## src/rtl/timer_ctrl.sv

```systemverilog
// rtl/timer_ctrl.sv - prescaled one-shot/periodic timer sequencing an external increment counter
//
// Purpose: drives a downstream DW-bit increment counter (load/enable/increment)
//          from a PW-bit prescaler, raises a sticky irq and a one-cycle expired
//          pulse each time the counter reaches period-1 on a tick.
// Ports:
//   clk, nreset         clock, asynchronous active-low reset
//   start, stop         (re)start request, abort request (start wins)
//   mode                0 one-shot, 1 periodic (sampled on accepted start)
//   period, prescale    ticks per expiry, clocks per tick minus 1 (sampled on start)
//   irq_clear           clears the sticky irq
//   cnt_count, cnt_carry  current value and carry-out of the downstream counter
//   cnt_load, cnt_load_data, cnt_en, cnt_in  downstream counter controls
//   busy, irq, expired, err  status outputs
module timer_ctrl #(
  parameter int DW = 32,
  parameter int PW = 8
) (
  input  logic          clk,
  input  logic          nreset,
  input  logic          start,
  input  logic          stop,
  input  logic          mode,
  input  logic [DW-1:0] period,
  input  logic [PW-1:0] prescale,
  input  logic          irq_clear,
  input  logic [DW-1:0] cnt_count,
  input  logic          cnt_carry,
  output logic          cnt_load,
  output logic [DW-1:0] cnt_load_data,
  output logic          cnt_en,
  output logic          cnt_in,
  output logic          busy,
  output logic          irq,
  output logic          expired,
  output logic          err
);

  typedef enum logic [1:0] {
    IDLE = 2'd0,
    RUN  = 2'd1,
    DONE = 2'd2
  } state_t;

  state_t        state;
  logic [PW-1:0] pre_cnt;
  logic [DW-1:0] period_q;
  logic [PW-1:0] prescale_q;
  logic          mode_q;

  logic accept;
  logic reject;
  logic running;
  logic tick;
  logic match;

  assign accept  = start && (period != '0);
  assign reject  = start && (period == '0);
  assign running = (state == RUN);

  // No tick in the start cycle: the counter is being loaded then, and the
  // prescaler restarts from 0 on the next edge.
  assign tick  = running && !accept && (pre_cnt == prescale_q);
  assign match = tick && (cnt_count == (period_q - DW'(1)));

  // A periodic match reloads 0 instead of incrementing, so each period is
  // exactly period_q ticks long with no drift. The load strobe is
  // combinational from start, so it is masked while reset is held.
  assign cnt_load      = nreset && (accept || (match && mode_q));
  assign cnt_load_data = '0;
  assign cnt_en        = running;
  assign cnt_in        = tick;
  assign busy          = running;

  always_ff @(posedge clk or negedge nreset) begin
    if (!nreset) begin
      state      <= IDLE;
      pre_cnt    <= '0;
      irq        <= 1'b0;
      expired    <= 1'b0;
      err        <= 1'b0;
      period_q   <= '0;
      prescale_q <= '0;
      mode_q     <= 1'b0;
    end else begin
      expired <= match;

      // Setting wins over clearing in the same cycle.
      if (match) begin
        irq <= 1'b1;
      end else if (irq_clear) begin
        irq <= 1'b0;
      end

      if (reject || (cnt_carry && running)) begin
        err <= 1'b1;
      end

      if (accept) begin
        period_q   <= period;
        prescale_q <= prescale;
        mode_q     <= mode;
        pre_cnt    <= '0;
        state      <= RUN;
      end else if (reject) begin
        state <= state;
      end else if (stop && (state != IDLE)) begin
        pre_cnt <= '0;
        state   <= IDLE;
      end else if (running) begin
        pre_cnt <= tick ? '0 : pre_cnt + PW'(1);
        if (match && !mode_q) begin
          state <= DONE;
        end
      end
    end
  end

endmodule

```

## config.mk

```make
export PLATFORM = sky130hd
export DESIGN_NAME = timer_ctrl
export DESIGN_NICKNAME = d
export VERILOG_FILES = /design/src/rtl/timer_ctrl.sv
export SDC_FILE = /design/constraint.sdc
export NUM_CORES = 1
export LEC_CHECK = 0
export CORE_AREA = 2 2 108 89
export CTS_CLUSTER_SIZE = 10
export DETAILED_ROUTE_END_ITERATION = 10
export DIE_AREA = 0 0 110 91
export GPL_TIMING_DRIVEN = 0
export PLACE_DENSITY = 0.77
export SYNTH_ARGS = -nofsm -noshare
export SYNTH_HDL_FRONTEND = slang
export SYNTH_SLANG_ARGS = --single-unit
```

## constraint.sdc

```tcl
create_clock -name clk -period 3.1 [get_ports clk]
set_input_delay 0.31 -clock clk [delete_from_list [all_inputs] [get_ports clk]]
set_output_delay 0.31 -clock clk [all_outputs]
set_load 0.05 [all_outputs]
```

==> results.py <==
metrics = {
    "timing": {
        "fmax_mhz": 291,
        "holdWs_ps": 436,
        "fin_skew_ps": 13.5,
        "slew_violations": 0,
        "rsz0062_at_grt": "yes",
        "worst_pin_slew_ps": 749,
        "setup_slack_ps": -341,
        "finalHoldViolations": 0,
        "slew_headroom": 0.500,
        "setup-violations-final": 1,
        "tns_ps": -341,
        "finalCriticalPeriod_ps": 3440,
        "fin_crit_sh": 1.11,
    },
    "pwr": {
        "sw_frac_of_total": 0.324,
        "internal_power_mw": 1.29,
        "p_leak_nw": 2.10,
        "p_sw_mw": 0.621,
        "combPwrFrac": 0.308,
        "cellPowerDensity_nw_per_um2": 370,
        "ir_drop_mv": 0.197,
        "clockPowerShare": 0.253,
        "pwr-share-seq": 0.439,
    },
    "placement": {
        "gp_congestion": 0.858,
        "port_buffers": 85,
        "dpl.cell_count": 608,
        "dp_hpwl_mm": 7.48,
        "dp_slack_ps": -1050,
    },
    "floorplanning": {
        "fp.dieW_um": 110,
        "die_h_um": 91,
        "die_area_um2": 10000,
        "ios": 118,
        "initial_core_util": 0.420,
        "row_count": 31,
        "core_um2": 8880,
    },
    "route": {
        "wl_per_cell_um": 15.4,
        "ant_nets": 0,
        "drc": 0,
        "wl_mm": 9.65,
        "route.vias.total": 3256,
        "first_pass_iters": 4,
        "detail_route.vias_per_cell": 5.20,
        "drtIter0Drc": 114,
    },
    "clock_tree": {
        "root_buffer": "clkbuf_8",
        "clk_path_buf_depth": 2,
        "clock_latency_ps": 320,
        "numClockSinks": 54,
        "cts_tree": "built",
        "cts.clk_slew.worst_paths_ps": 100,
        "cts.htree.levels": 2,
        "numCtsBuffers": 5,
    },
    "logic_synthesis": {
        "synth-edff-count": 0,
        "syn_area_um2": 3730,
        "ys.flop_type": "dfrtp_1",
        "synth_cells": 376,
        "seq_area_frac_synth": 0.362,
        "synthArstFlopShare": 1.00,
        "yosys_warnings": 0,
        "synth_cell_types": 54,
        "avgSynthCellArea_um2": 9.93,
        "ys_ff_latch": 54,
    },
    "critical_path": {
        "crit_path_max_fanout": 10,
        "arrival_ps": 3130,
        "crit_required_ps": 2790,
        "max_stage_delay_ps": 600,
        "end_kind": "output pin",
        "crit_path_start_kind": "register",
        "critical_path.cell_chain": "or4_4 > or3_1 > buf_6 > nor4_4 > mux2_4 > a31oi_4 > o22ai_2 > nor3_2 > o21a_2 > buf_8",
        "crit_type": "reg2out",
        "critPathSlowestCell": "or4_4",
    },
    "global_routing": {
        "grt_max_degree": 41,
        "grt_overflow": 0,
        "grt_usage": 0.192,
        "first_global_vias": 3212,
        "grt_pass1_wl_mm": 15.2,
        "antenna_found_initial": 0,
    },
    "layout": {
        "layoutNonFillerInstCount": 626,
        "n_antenna_cell": 0,
        "post-route-util": 0.583,
        "drive_above_1_share": 0.249,
        "fillers": 783,
        "finalNetCount": 591,
        "mostFrequentLayoutCells": "clkdlybuf4s50_1 (82), dfrtp_1 (52), buf_4 (42)",
        "syn_to_final_growth_pct": 38.7,
        "layout_commonest_cell": "clkdlybuf4s50_1",
    },
    "outcome": {
        "violations": "setup timing",
        "status": "finished with violations",
    },
    "min_path": {
        "hold_class": "in2async",
    },
    "flow_run": {
        "cap_violations": 0,
    },
}
## sequential cells by signal, indices dropped and copies added (netlist names)
signal and count:
err 1, state 2, mode_q 1, irq 1
expired 1, pre_cnt 8, period_q 32, prescale_q 8
## synthesized netlist by cell type, drive strengths merged (2+ instances only)
cell type | instances | area, um^2
buf | 35 | 270
nor2b | 3 | 18.8
nor2 | 17 | 66.3
a21o | 3 | 22.5
nand2 | 16 | 60.1
xnor2 | 36 | 315
nand3 | 7 | 40.0
xor2 | 17 | 149
a31oi | 4 | 25.0
or2b | 2 | 15.0
inv | 7 | 26.3
o31ai | 4 | 30.0
clkbuf | 7 | 26.3
nand3b | 5 | 37.5
o21ai | 20 | 100
dfrtp | 54 | 1350
nand4 | 7 | 43.8
o211ai | 2 | 15.0
and3 | 8 | 51.3
ha | 2 | 25.0
or3 | 8 | 50.1
o22ai | 2 | 18.8
nor3 | 18 | 105
o21a | 3 | 22.5
mux2 | 39 | 439
a21oi | 4 | 20.0
nor3b | 2 | 20.0
or2 | 2 | 12.5
nand2b | 2 | 12.5
or4 | 4 | 33.8
nor4 | 24 | 188
## worst max-delay path: cells and delay by family, from the launching register on
kind | cells | cell delay [ps]
compound gates | 3 | 440
buf+inv | 2 | 320
mux | 1 | 350
simple gates | 4 | 1300
flops | 1 | 420
## power by group through the flow
| stage | combinational, mW | sequential [mW] | clock (mW) |
|---|---|---|---|
| CTS | 0.577 | 0.837 | 0.491 |
| global route | 0.634 | 0.852 | 0.516 |
| detailed placement | 0.557 | 0.852 | 0 |
| finish | 0.589 | 0.841 | 0.484 |
| floorplan | 0.377 | 0.828 | 0 |
| global placement | 0.543 | 0.847 | 0 |
## through the flow
stage               area [um^2]  power, mW
finish                     5180       1.91
global route               5180       2.00
detailed placement         4870       1.41
floorplan                  3860       1.21
global placement           4860       1.39
CTS                        5070       1.91
## cell type report
class,instances,area [um^2],share of cell area
plain buffers,42,297,0.0573
clock buffers,6,72.6,0.0140
clock inverters,2,37.5,0.00725
inverters,7,26.3,0.00507
multi-input cells,304,2300,0.444
flip-flops and latches,54,1350,0.261
well taps,115,144,0.0278
repair buffers,96,947,0.183
## routing by layer
| layer | GRT usage | vias to the layer above | part of all wire |
|---|---|---|---|
| met5 | 0 | - | 0 |
| met4 | 0.0570 | 0 | 0.015 |
| met3 | 0.0445 | 15 | 0.082 |
| met2 | 0.320 | 125 | 0.48 |
| met1 | 0.247 | 1542 | 0.42 |
| li1 | - | 1574 | - |
## worst paths after layout
path                                          startpoint  cells past startpoint                        to  slack, ps
min in group clk                         err$_DFFE_PN0P_                      1           err$_DFFE_PN0P_        500
worst max register to register  period_q[12]$_DFFE_PN0P_                     10      state[0]$_DFFE_PN0P_         60
worst max-delay path            period_q[12]$_DFFE_PN0P_                     10                  cnt_load       -340
worst min-delay path                              nreset                      2           irq$_DFFE_PN0P_        440
max in group asynchronous                         nreset                      3  period_q[10]$_DFFE_PN0P_       2110
worst min register to register           err$_DFFE_PN0P_                      1           err$_DFFE_PN0P_        500
## what timing repair did
action                                  in CTS  in global routing
endpoints found under the setup margin       4                  4
buffers inserted                             6                  3
hold buffers                                 1                  0
endpoints found under the hold margin       15                  0
resized for setup                           14                 17
pin swaps                                    3                  6
gates cloned                                 0                  0
## logic make-up (layout without fill, tap and decap cells)
logic type               Yosys count  in the layout  share of synthesized area
AND/OR/NAND/NOR                  127            127                      0.207
flip-flops                        54             54                      0.362
XOR/XNOR                          53             53                      0.124
AO/OA/AOI/OAI                     51             51                     0.0949
buffers and inverters             49            153                     0.0865
multiplexers                      39             39                      0.118
adder cells (fa/ha/maj)            2              2                    0.00670
other                              1             32                    0.00100
Power figures use the tool's default switching activity.
